**config.mk**
```make
export PLATFORM = sky130hd
export DESIGN_NAME = otter_rf_writeback
export DESIGN_NICKNAME = d
export VERILOG_FILES = /design/src/rtl/otter_rf_pkg.sv /design/src/rtl/otter_wb_fifo.sv /design/src/rtl/otter_rf_writeback.sv
export SDC_FILE = /design/constraint.sdc
export NUM_CORES = 1
export LEC_CHECK = 0
export ABC_CLOCK_PERIOD_IN_PS = 3400
export CAP_MARGIN = 40
export CORE_UTILIZATION = 30
export CTS_CLUSTER_SIZE = 14
export DETAILED_ROUTE_END_ITERATION = 7
export DONT_BUFFER_PORTS = 1
export PLACE_DENSITY = 0.57
export RECOVER_POWER = 50
export SETUP_SLACK_MARGIN = 0.02
export SYNTH_ARGS = -nofsm -noshare
export SYNTH_HDL_FRONTEND = slang
export SYNTH_HIERARCHICAL = 1
export SYNTH_SLANG_ARGS = --single-unit
```
**constraint.sdc**
```tcl
create_clock -name clock -period 3.4 [get_ports clock]
set_input_delay 0.68 -clock clock [delete_from_list [all_inputs] [get_ports clock]]
set_output_delay 0.68 -clock clock [all_outputs]
set_load 0.1 [all_outputs]
```
**src/rtl/otter_rf_pkg.sv**
```systemverilog
// otter_rf_pkg
// Shared types for the OTTER register-file writeback front end:
//   NUM_REGS    - architectural register count
//   reg_idx_t   - register index
//   word_t      - data word
//   wb_entry_t  - queued long-latency result (destination + data)
//   wb_state_t  - writeback arbiter state
package otter_rf_pkg;

    localparam int NUM_REGS = 32;

    typedef logic [4:0]  reg_idx_t;
    typedef logic [31:0] word_t;

    typedef struct packed {
        reg_idx_t rd;
        word_t    data;
    } wb_entry_t;

    typedef enum logic [1:0] {
        IDLE  = 2'd0,
        PEND  = 2'd1,
        FORCE = 2'd2
    } wb_state_t;

endpackage

```
**src/rtl/otter_wb_fifo.sv**
```systemverilog
// otter_wb_fifo
// Synchronous FIFO of wb_entry_t holding long-latency results until they
// win the register-file write port.
// Ports:
//   clock, reset_n   - clock, async active-low reset (empties the FIFO)
//   push, wdata      - enqueue (ignored when full)
//   pop              - dequeue head (ignored when empty)
//   rdata            - current head entry
//   full, empty      - status from pointer compare
//   count            - occupancy
module otter_wb_fifo
    import otter_rf_pkg::*;
#(
    parameter int DEPTH = 4
) (
    input  logic                     clock,
    input  logic                     reset_n,
    input  logic                     push,
    input  wb_entry_t                wdata,
    input  logic                     pop,
    output wb_entry_t                rdata,
    output logic                     full,
    output logic                     empty,
    output logic [$clog2(DEPTH):0]   count
);

    localparam int AW = $clog2(DEPTH);

    // One extra wrap bit distinguishes full from empty when the indices match.
    logic [AW:0] wr_ptr;
    logic [AW:0] rd_ptr;
    wb_entry_t   mem [DEPTH];

    logic do_push;
    logic do_pop;

    assign full    = (wr_ptr[AW] != rd_ptr[AW]) && (wr_ptr[AW-1:0] == rd_ptr[AW-1:0]);
    assign empty   = (wr_ptr == rd_ptr);
    assign count   = wr_ptr - rd_ptr;
    assign rdata   = mem[rd_ptr[AW-1:0]];
    assign do_push = push && !full;
    assign do_pop  = pop && !empty;

    always_ff @(posedge clock or negedge reset_n) begin
        if (!reset_n) begin
            wr_ptr <= '0;
            rd_ptr <= '0;
        end else begin
            if (do_push) wr_ptr <= wr_ptr + (AW+1)'(1);
            if (do_pop)  rd_ptr <= rd_ptr + (AW+1)'(1);
        end
    end

    // Storage needs no reset; the pointers define what is valid.
    always_ff @(posedge clock) begin
        if (do_push) mem[wr_ptr[AW-1:0]] <= wdata;
    end

endmodule

```
**src/rtl/otter_rf_writeback.sv**
```systemverilog
// otter_rf_writeback
// Merges the in-order pipeline writeback (A) and a long-latency result
// stream (B, valid/ready through a FIFO) onto the single register-file
// write port, and tracks registers owned by in-flight long-latency ops.
// Ports:
//   clock, reset_n                 - clock, async active-low reset
//   a_valid, a_rd, a_data, a_stall - pipeline writeback; a_stall asks the
//                                    pipeline to hold A for one cycle
//   b_valid, b_ready, b_rd, b_data - long-latency result handshake
//   iss_valid, iss_rd              - long-latency issue, marks rd busy
//   q_rs1, q_rs2, q_rd, hazard     - decode hazard query
//   rf_we, rf_waddr, rf_wdata      - register-file write port
//   err                            - sticky protocol-violation flag
module otter_rf_writeback
    import otter_rf_pkg::*;
#(
    parameter int FIFO_DEPTH   = 4,
    parameter int STARVE_LIMIT = 8
) (
    input  logic        clock,
    input  logic        reset_n,
    input  logic        a_valid,
    input  logic [4:0]  a_rd,
    input  logic [31:0] a_data,
    output logic        a_stall,
    input  logic        b_valid,
    output logic        b_ready,
    input  logic [4:0]  b_rd,
    input  logic [31:0] b_data,
    input  logic        iss_valid,
    input  logic [4:0]  iss_rd,
    input  logic [4:0]  q_rs1,
    input  logic [4:0]  q_rs2,
    input  logic [4:0]  q_rd,
    output logic        hazard,
    output logic        rf_we,
    output logic [4:0]  rf_waddr,
    output logic [31:0] rf_wdata,
    output logic        err
);

    localparam int AW = $clog2(FIFO_DEPTH);
    localparam int CW = $clog2(STARVE_LIMIT + 1);
    localparam logic [CW-1:0] CNT_LAST = CW'(STARVE_LIMIT - 1);

    wb_state_t            state, state_n;
    logic [CW-1:0]        cnt, cnt_n;
    logic [NUM_REGS-1:0]  busy, busy_n;
    logic                 err_n;

    wb_entry_t            head;
    logic                 full, empty;
    logic [AW:0]          count, count_n;

    logic a_eff, push, pop, blocked, iss_set;

    // a_stall comes straight off the state register.
    assign a_stall = (state == FORCE);
    assign a_eff   = a_valid && (a_rd != 5'd0) && !a_stall;
    assign b_ready = reset_n && !full;
    assign push    = b_valid && b_ready;
    // In FORCE a_eff is low, so the head always goes through.
    assign pop     = !empty && !a_eff;
    assign blocked = (state == PEND) && !empty && a_eff;
    assign iss_set = iss_valid && (iss_rd != 5'd0);
    assign hazard  = busy[q_rs1] | busy[q_rs2] | busy[q_rd];
    assign count_n = count + (AW+1)'(push) - (AW+1)'(pop);

    otter_wb_fifo #(.DEPTH(FIFO_DEPTH)) u_fifo (
        .clock   (clock),
        .reset_n (reset_n),
        .push    (push),
        .wdata   ('{rd: b_rd, data: b_data}),
        .pop     (pop),
        .rdata   (head),
        .full    (full),
        .empty   (empty),
        .count   (count)
    );

    // Write port: A has priority, otherwise the FIFO head; an x0 head pops silently.
    always_comb begin
        rf_we    = 1'b0;
        rf_waddr = 5'd0;
        rf_wdata = 32'd0;
        if (a_eff) begin
            rf_we    = 1'b1;
            rf_waddr = a_rd;
            rf_wdata = a_data;
        end else if (pop && (head.rd != 5'd0)) begin
            rf_we    = 1'b1;
            rf_waddr = head.rd;
            rf_wdata = head.data;
        end
        if (!reset_n) rf_we = 1'b0;
    end

    // Arbiter: count consecutive losses of the head; the loss after the
    // counter hits its last value forces one B-only cycle.
    always_comb begin
        cnt_n = cnt;
        if (pop)
            cnt_n = '0;
        else if (blocked && (cnt != CNT_LAST))
            cnt_n = cnt + CW'(1);

        if (blocked && (cnt == CNT_LAST))
            state_n = FORCE;
        else if (count_n == '0)
            state_n = IDLE;
        else
            state_n = PEND;
    end

    // Scoreboard: a set on the same rd as a commit clear wins.
    always_comb begin
        busy_n = busy;
        if (pop)     busy_n[head.rd] = 1'b0;
        if (iss_set) busy_n[iss_rd]  = 1'b1;
        busy_n[0] = 1'b0;
    end

    always_comb begin
        err_n = err;
        if (iss_set && busy[iss_rd] && !(pop && (head.rd == iss_rd)))
            err_n = 1'b1;
        if (a_eff && busy[a_rd])
            err_n = 1'b1;
        if (pop && (head.rd != 5'd0) && !busy[head.rd])
            err_n = 1'b1;
    end

    always_ff @(posedge clock or negedge reset_n) begin
        if (!reset_n) begin
            state <= IDLE;
            cnt   <= '0;
            busy  <= '0;
            err   <= 1'b0;
        end else begin
            state <= state_n;
            cnt   <= cnt_n;
            busy  <= busy_n;
            err   <= err_n;
        end
    end

endmodule

```
==> results of run 1 <==
==> synthesized netlist by cell type, types with 4 or more instances <==
cell type	count
a22o_1	35
nand3_1	12
inv_1	16
ha_1	9
edfxtp_1	148
or3b_2	6
buf_6	8
buf_2	6
nand3b_1	8
nor3_1	9
or3_4	4
mux4_2	70
o21ai_1	27
dfrtp_1	44
xnor2_1	11
nor2_1	17
mux2i_1	36
o21ai_0	38
clkbuf_1	21
a21oi_1	4
and3_1	6
o22ai_1	4
nand2_1	19
==> sequential cells by signal, indices dropped and copies added, names as in the netlist <==
| signal | cells |
|---|---|
| u_fifo/mem | 148 |
| busy | 31 |
| cnt | 4 |
| u_fifo/rd_ptr | 3 |
| u_fifo/wr_ptr | 3 |
| state | 2 |
| err | 1 |
==> worst paths after layout <==
path                                     end  cells past startpoint        startpoint
min in group asynchronous           busy[26]                      1           reset_n
max in group asynchronous   u_fifo/rd_ptr[0]                      1           reset_n
max                              rf_wdata[6]                      7  u_fifo/rd_ptr[0]
min reg2reg                 u_fifo/wr_ptr[0]                      1  u_fifo/wr_ptr[0]
max reg2reg                         state[0]                     12  u_fifo/rd_ptr[0]
min                        u_fifo/mem[0][16]                      0        b_data[16]
==> cell type report <==
| class | count | area share |
|---|---|---|
| Multi-Input combinational cell | 375 | 0.335 |
| Timing Repair Buffer | 65 | 0.0872 |
| Inverter | 16 | 0.00512 |
| Sequential cell | 192 | 0.473 |
| Tap cell | 402 | 0.0429 |
| Clock inverter | 15 | 0.0198 |
| Clock buffer | 17 | 0.0363 |
==> cells in the final DEF (no fill, tap or decap), drive strengths merged, types with 3 or more instances in the layout <==
cell type / n
nor2b: 3
nor3: 9
or3: 6
nand4: 3
mux2: 5
nand3b: 8
edfxtp: 148
mux2i: 36
nor2: 18
a21oi: 4
nor3b: 3
a211oi: 3
ha: 9
mux4: 73
clkbuf: 19
dfrtp: 44
nand2: 19
nand2b: 3
nand3: 12
or3b: 6
o21ai: 67
and3: 7
buf: 63
o22ai: 4
a22o: 36
xnor2: 11
inv: 29
==> through the flow <==
| stage | cell area [um^2] | hold slack (ns) |
|---|---|---|
| 2_1_floorplan | 9840 | 0.384 |
| 3_3_place_gp | 11100 | 0.387 |
| 3_5_place_dp | 11100 | 0.387 |
| 4_1_cts | 11800 | 0.0757 |
| 5_1_grt | 11700 | 0.293 |
| 6_report | 11700 | 0.319 |
==> metal layers <==
layer | GRT usage | wire length, um | vias up
li1 | - | - | 2624
met1 | 0.197 | 10100 | 3008
met2 | 0.242 | 11600 | 262
met3 | 0.0451 | 2090 | 33
met4 | 0.0477 | 399 | 0
met5 | 0 | 0 | -
==> timing repair <==
item,CTS,global route
resized for setup,0,5
hold buffers,1,0
endpoints found under the hold margin,44,0
endpoints found under the setup margin,0,38
buffers inserted,0,1
==> power groups by stage <==
| stage | Sequential, W | Clock, W | Combinational (W) |
|---|---|---|---|
| 2_1_floorplan | 0.00334 | 0 | 0.00447 |
| 3_3_place_gp | 0.00366 | 0 | 0.00607 |
| 3_5_place_dp | 0.00367 | 0 | 0.00610 |
| 4_1_cts | 0.00361 | 0.00221 | 0.00613 |
| 5_1_grt | 0.00368 | 0.00231 | 0.00644 |
| 6_report | 0.00362 | 0.00217 | 0.00609 |
==> logic make-up after synthesis <==
kind of cell    after synthesis
flops                       192
compound gates              134
mux                         114
simple gates                103
buf+inv                      56
xor+xnor                     13
fa+ha+maj                    11
==> results_dict.tcl, run 1 <==
set metrics [dict create \
    synth_cell_types 64 \
    dr.first_iter.drc_count 381 \
    fin_setup_tns_ns 0 \
    num_rows 65 \
    die_w_um 182 \
    crit_path_end_kind "output port" \
    worst_ep_required_time_ns 2.72 \
    synth_cells 623 \
    fmax_mhz 305 \
    clock_latency_ns 0.45 \
    rrSetupSlack_ns 0.52 \
    p_switching_w 0.00520 \
    dp.cells 1048 \
    synth_top_family_by_area "multiplexers" \
    rsz0062_at_grt "true" \
    hpwlAfterDp_um 16300 \
    setup_ws_ns 0.125 \
    final_cell_count_no_fill 1082 \
    muxShareOfSynthArea 0.214 \
    n_fill_cell 2956 \
    drive_above_1_share 0.344 \
    ant_nets 0 \
    cts.clk_slew.worst_paths_ns 0.09 \
    fp.dieH_um 182 \
    ctsLongestPathBuffers 2 \
    slew_viol_final 45 \
    power.density_mw_per_mm2 1010 \
    hold_violations 0 \
    power.leakage_nw 4.11 \
    startpoint_type "flop" \
    arrival_ns 2.59 \
    power_frac_comb 0.513 \
    peakVddDrop_mv 0.651 \
    cp_max_fo 33 \
    slew_headroom -0.616 \
    numCtsBuffers 17 \
    fin_crit_ns 3.27 \
    drv_cap 1 \
    vias_per_cell 5.48 \
    dieArea_mm2 0.0331 \
    wl_um 24200 \
    globalplace.congestion 0.854 \
    async_reset_ff_frac 0.229 \
    synth_warnings 6 \
    crit_family "multiplexers" \
    clkPwrFrac 0.182 \
    grt_pass1_wl_um 37500 \
    grt_max_degree 45 \
    nets 777 \
    ys.flop_type "edfxtp_1" \
    avgRoutedWirePerCell_um 22.4 \
    synth-compound-area-share 0.0959 \
    multi_input_area_mm2 0.00393 \
    yosysSeqAreaShare 0.571 \
    initial_core_util 0.306 \
    p_int_w 0.00668 \
    place_ws_ns 0.362 \
    syn_nets 733 \
    finalSetupViolCount 0 \
    hp-class "in2reg" \
    grt_pass1_vias 6138 \
    port_buffers 0 \
    worstSetupPathType "reg2out" \
    vias 5927 \
    drcViolationCount 0 \
    synthSimpleGateAreaFrac 0.0615 \
    crit_buf_inv 3 \
    synthesis.area_mm2 0.00972 \
    synth-seq-cells 192 \
    synth_xor_area_frac 0.0125 \
    critical-path-max-stage-delay_ns 0.56 \
    cts_root_buf "clkbuf_16" \
    period_share 0.963 \
    yosysTopAreaCell "edfxtp_1" \
    synth_edf_count 148 \
    areaGrowthSynthToFinish_pct 20.7 \
    synth_top_area_share 0.457 \
    coreArea_mm2 0.0317 \
    failed_checks "capacitance limit, slew limit" \
    grt_usage 0.151 \
    synth_fa_ha_area_frac 0.0157 \
    crit_top_cell "buf_12" \
    cts_tree "done" \
    tightestPinTransition_ns 2.42 \
    diodes 0 \
    grt-ovfl-total 0 \
    power_w 0.0119 \
    pin_count 141 \
    clock_skew_ns 0.0187 \
    p_seq_frac 0.305 \
    firstDrtPassIters 5 \
    slowest_stage "mux4_2" \
    crit_chain "mux4_2 > nor3_1 > buf_4 > a211oi_4 > buf_12 > a22o_2 > buf_12" \
    clock_sinks 192 \
    regArea_mm2 0.00555 \
    outcome "finished, violations left" \
    syn_avg_cell_area_um2 15.6 \
    htreeDepth 4 \
    antenna_found_initial 0 \
    synthTopCellsByArea "edfxtp_1, mux4_2, dfrtp_1" \
    swShare 0.438 \
    final_util 0.370 \
]
(Power assumes the default switching activity.)
==> run 2: changes to the inputs <==
--- a/config.mk
+++ b/config.mk
@@ -11,6 +11,7 @@
 export CTS_CLUSTER_SIZE = 14
 export DETAILED_ROUTE_END_ITERATION = 7
 export DONT_BUFFER_PORTS = 1
+export GPL_ROUTABILITY_DRIVEN = 1
 export PLACE_DENSITY = 0.57
 export RECOVER_POWER = 50
 export SETUP_SLACK_MARGIN = 0.02
==> constraint.sdc (replaced) <==
create_clock -name clock -period 3.4 [get_ports clock]
set_input_delay 0.68 -clock clock [delete_from_list [all_inputs] [get_ports clock]]
set_output_delay 0.68 -clock clock [all_outputs]
set_load 0.05 [all_outputs]
==> run 2 against run 1 <==
The run still ends with capacitance limit, slew limit left. Worst setup slack got worse by 0.022 ns. First-iteration DRC count increased by 6.3%. Worst hold slack got worse by 0.0028 ns. Critical path depth increased by 1. Combinational power decreased by 11%.
==> results_dict.tcl, run 2 (synthesis results as in run 1) <==
set metrics [dict create \
    outcome "finished, violations left" \
    failed_checks "capacitance limit, slew limit" \
    multi_input_area_mm2 0.00398 \
    cp_max_fo 17 \
    mostFrequentLayoutCell "edfxtp_1" \
    power_w 0.0111 \
    port_buffers 0 \
    rrSetupSlack_ns 0.53 \
    period_share 0.970 \
    numCtsBuffers 17 \
    worstSetupPathType "reg2out" \
    grt-ovfl-total 0 \
    drive_above_1_share 0.311 \
    clock_skew_ns 0.0166 \
    nets 778 \
    ctsLongestPathBuffers 2 \
    htreeDepth 4 \
    worst_ep_required_time_ns 2.72 \
    areaGrowthSynthToFinish_pct 20.7 \
    diodes 0 \
    rsz0062_at_grt "false" \
    r2r_start "u_fifo/rd_ptr[0]" \
    initial_core_util 0.306 \
    grt_pass1_vias 6133 \
    power.density_mw_per_mm2 949 \
    fin_setup_tns_ns 0 \
    crit_chain "buf_4 > mux4_2 > nor2_2 > a211oi_4 > buf_12 > buf_12 > a22o_4 > buf_12" \
    critical-path-max-stage-delay_ns 0.63 \
    hold_violations 0 \
    grt_pass1_wl_um 36900 \
    power.leakage_nw 4.12 \
    regToRegEndpoint "state[0]" \
    crit_path_end_kind "output port" \
    drcViolationCount 0 \
    grt_usage 0.149 \
    vias_per_cell 5.56 \
    hp-class "in2reg" \
    regArea_mm2 0.00555 \
    finalSetupViolCount 0 \
    layout_common_cells "edfxtp_1, mux4_2, o21ai_0" \
    startpoint_type "flop" \
    dieArea_mm2 0.0331 \
    fmax_mhz 303 \
    fin_crit_ns 3.30 \
    wl_um 24500 \
    globalplace.congestion 0.827 \
    crit_top_cell "buf_12" \
    hpwlAfterDp_um 16300 \
    die_w_um 182 \
    fp.dieH_um 182 \
    slew_viol_final 45 \
    cts_tree "done" \
    cts.clk_slew.worst_paths_ns 0.09 \
    coreArea_mm2 0.0317 \
    arrival_ns 2.62 \
    grt_max_degree 45 \
    cp-startpoint "u_fifo/rd_ptr[0]" \
    dr.first_iter.drc_count 405 \
    num_rows 65 \
    drv_cap 1 \
    clock_latency_ns 0.45 \
    slowest_stage "mux4_2" \
    peakVddDrop_mv 0.528 \
    vias 6021 \
    antenna_found_initial 0 \
    n_fill_cell 2958 \
    slew_headroom -0.625 \
    firstDrtPassIters 5 \
    largest_register_ffs 148 \
    reg2regPathDepth 13 \
    avgRoutedWirePerCell_um 22.6 \
    tightestPinTransition_ns 2.44 \
    cp-endpoint "rf_wdata[27]" \
    cts_root_buf "clkbuf_16" \
    ant_nets 0 \
    clock_sinks 192 \
    pin_count 141 \
]
-- run 2: cell count changes in the layout (fill, tap and decap cells not counted), moves of 2 or more --
cell / before / now
inv_6: 0 / 2
buf_4: 19 / 22
a22o_4: 0 / 10
nor2_2: 1 / 3
inv_12: 9 / 5
a22o_1: 1 / 25
a22o_2: 35 / 1
buf_12: 43 / 38
buf_6: 1 / 3
-- run 2: layer usage --
metal	wire length, um	track usage	up-vias
met1	10600	0.200	3122
met3	2100	0.0445	22
li1	-	-	2632
met2	11400	0.228	245
met5	0	0	-
met4	422	0.0501	0
-- run 2: layout make-up --
class,instances,area share
clock buffer,17,0.0363
clock inverter,15,0.0189
inverter,16,0.00512
multi-input combinational,375,0.339
sequential,192,0.473
tap,402,0.0429
timing repair buffer,66,0.0846
-- run 2: worst min-delay path by stage --
stage                     startpoint                end  slack (ns)  cells past startpoint
after floorplan              reset_n           busy[10]        0.38                      0
after global placement       reset_n           busy[30]        0.39                      0
after detailed placement     reset_n           busy[31]        0.39                      0
after CTS                    reset_n           busy[31]        0.08                      1
after global routing      b_data[20]  u_fifo/mem[2][20]        0.30                      0
final                     b_data[22]  u_fifo/mem[0][22]        0.32                      0
-- run 2: metrics by stage --
step | cells | cell area [um^2] | hold WS [ns] | util | setup WS, ns
after detailed placement | 1043 | 10900 | 0.387 | 0.344 | 0.375
after global placement | 1043 | 10900 | 0.388 | 0.344 | 0.391
after global routing | 1083 | 11700 | 0.297 | 0.370 | 0.0119
after CTS | 1076 | 11600 | 0.0755 | 0.365 | 0.0428
after floorplan | 623 | 9730 | 0.384 | - | 0.0594
final | 1083 | 11700 | 0.316 | 0.370 | 0.103
-- run 2: power breakdown --
part / leakage, nW / internal, W / switching [W]
logic: 1.93 / 0.00260 / 0.00281
registers: 1.88 / 0.00301 / 0.000539
clock network: 0.313 / 0.00105 / 0.00111
total: 4.12 / 0.00667 / 0.00446
-- run 2: timing repair --
item	CTS	global route
resized for setup	0	18
endpoints found under the setup margin	0	38
hold buffers	1	0
buffers inserted	0	6
hold endpoints to repair	44	0
-- run 2: worst max-delay path, delay by kind of cell (launching register included) --
| family | cells | cell delay (ns) |
|---|---|---|
| buf+inv | 4 | 0.57 |
| simple gates | 1 | 0.22 |
| flops | 1 | 0.39 |
| mux | 1 | 0.63 |
| compound gates | 2 | 0.34 |
==> run 3: changes to the inputs <==
--- a/config.mk
+++ b/config.mk
@@ -10,12 +10,12 @@
 export CORE_UTILIZATION = 30
 export CTS_CLUSTER_SIZE = 14
 export DETAILED_ROUTE_END_ITERATION = 7
-export DONT_BUFFER_PORTS = 1
 export GPL_ROUTABILITY_DRIVEN = 1
-export PLACE_DENSITY = 0.57
+export PLACE_DENSITY = 0.63
 export RECOVER_POWER = 50
 export SETUP_SLACK_MARGIN = 0.02
 export SYNTH_ARGS = -nofsm -noshare
 export SYNTH_HDL_FRONTEND = slang
 export SYNTH_HIERARCHICAL = 1
 export SYNTH_SLANG_ARGS = --single-unit
+export TNS_END_PERCENT = 1
==> run 3 against run 2 <==
Largest power group unchanged. Non-clock buffer count is 129 higher. First-iteration DRC count is 22% higher. Combinational power is 11% higher. The run still ends with capacitance limit, slew limit left. Worst hold slack better by 0.22 ns.
==> results_dict.tcl, run 3 (synthesis results as in run 1) <==
set metrics [dict create \
    clock_sinks 192 \
    fmax_mhz 295 \
    r2r_start "u_fifo/rd_ptr[0]" \
    grt_max_degree 45 \
    globalplace.congestion 0.904 \
    cts_root_buf "clkbuf_16" \
    dieArea_mm2 0.0331 \
    hp-class "reg2reg" \
    swShare 0.395 \
    fp.dieH_um 182 \
    firstDrtPassIters 5 \
    cp_max_fo 8 \
    power.density_mw_per_mm2 891 \
    antenna_found_initial 8 \
    period_share 0.998 \
    fin_setup_tns_ns 0 \
    numCtsBuffers 17 \
    initial_core_util 0.306 \
    pin_count 141 \
    placed_cell_area_mm2 0.0121 \
    vias 6560 \
    coreArea_mm2 0.0317 \
    wl_um 25600 \
    power_frac_comb 0.512 \
    final_util 0.415 \
    port_buffers 140 \
    hold_buffers 0 \
    grt_pass1_wl_um 39700 \
    vias_per_cell 5.40 \
    nets 907 \
    rsz0062_at_grt "true" \
    mostFrequentLayoutCell "edfxtp_1" \
    drive_above_1_share 0.301 \
    failed_checks "capacitance limit, slew limit" \
    drv_cap 1 \
    tightestPinTransition_ns 2.42 \
    cts_tree "done" \
    grt-ovfl-total 0 \
    die_w_um 182 \
    reg2regPathDepth 13 \
    whs_path_depth 1 \
    worstSetupPathType "reg2out" \
    rrSetupSlack_ns 0.40 \
    num_rows 65 \
    layout_common_cells "edfxtp_1, mux4_2, clkdlybuf4s50_1" \
    arrival_ns 2.71 \
    slew_headroom -0.616 \
    cts.clk_slew.worst_paths_ns 0.08 \
    p_switching_w 0.00464 \
    largest_register_ffs 148 \
    areaGrowthSynthToFinish_pct 35.6 \
    htreeDepth 4 \
    cp-startpoint "u_fifo/rd_ptr[0]" \
    crit_path_end_kind "output port" \
    whs_ns 0.538 \
    hpwlAfterDp_um 16700 \
    clock_latency_ns 0.44 \
    dr.first_iter.drc_count 496 \
    ctsLongestPathBuffers 2 \
    peakVddDrop_mv 0.490 \
    worst_ep_required_time_ns 2.72 \
    drcViolationCount 0 \
    finalSetupViolCount 0 \
    p_int_w 0.00710 \
    finalInstanceArea_mm2 0.0132 \
    ant_nets 0 \
    grt_usage 0.160 \
    avgRoutedWirePerCell_um 21.1 \
    clock_skew_ns 0.0143 \
    slew_viol_final 45 \
    clkPwrFrac 0.181 \
    grt_pass1_vias 6781 \
    hold_violations 0 \
    p_seq_frac 0.307 \
    startpoint_type "flop" \
    fin_crit_ns 3.39 \
    power.leakage_nw 4.76 \
    min_from "cnt[3]" \
    outcome "finished, violations left" \
]
-- run 3: changes by cell type in the layout (fill, tap and decap cells not counted), moves of 3 or more --
cell,delta
buf_4,+16
clkdlybuf4s50_1,+53
o21ai_0,-6
dlygate4sd3_1,+38
o21ai_1,+5
buf_12,+10
dlygate4sd2_1,+5
nor2_2,-3
buf_16,+4
inv_12,+3
-- run 3: per-layer routing --
metal | vias to the layer above | GRT usage | share of wire
met5 | - | 0 | 0.0028
met4 | 10 | 0.0662 | 0.028
met3 | 61 | 0.0445 | 0.076
met2 | 287 | 0.253 | 0.47
met1 | 3304 | 0.207 | 0.42
li1 | 2898 | - | -
-- run 3: area by class of cell --
type,count,area [um^2]
multi-input cells,375,4010
clock inverters,15,226
fillers,2863,18500
repair buffers,195,2400
well taps,402,503
flip-flops and latches,192,5550
clock buffers,17,425
inverters,16,60.1
diodes,2,5.00
-- run 3: stage by stage --
stage	worst slack, ns	instances	power (W)
3_3_place_gp	-0.106	1161	0.00904
3_5_place_dp	-0.102	1161	0.00910
5_1_grt	-0.0827	1212	0.0123
2_1_floorplan	0.0594	623	0.00694
4_1_cts	-0.0743	1212	0.0118
6_report	0.00678	1214	0.0117
-- run 3: path summary, 6_finish.rpt --
| kind | endpoint |
|---|---|
| max | rf_wdata[1] |
| min | state[1] |
| max reg2reg | state[0] |
| min reg2reg | state[1] |
| max in group asynchronous | u_fifo/rd_ptr[0] |
| min in group asynchronous | cnt[0] |
-- run 3: worst max-delay path, cell delays in order (launching register included) --
cell and delay [ns]:
dfrtp_2 0.43, buf_6 0.12, mux4_2 0.54, nor3_2 0.19, buf_4 0.15, a211oi_4 0.07
buf_12 0.14, buf_12 0.13, buf_16 0.14, a22o_4 0.22, buf_12 0.14
-- run 3: power by group through the flow --
stage	Clock (W)	Combinational, W	Sequential [W]
after floorplan	0	0.00360	0.00334
after global placement	0	0.00541	0.00363
after detailed placement	0	0.00545	0.00365
after CTS	0.00216	0.00600	0.00358
after global routing	0.00226	0.00642	0.00364
final	0.00213	0.00601	0.00360
-- run 3: repair_timing --
action                                  CTS  global route
endpoints found under the hold margin     0             0
pin swaps                                10             4
gates resized for setup                  29             9
endpoints found under the setup margin   39            34
buffers inserted                         15             1
cloned                                    4             0
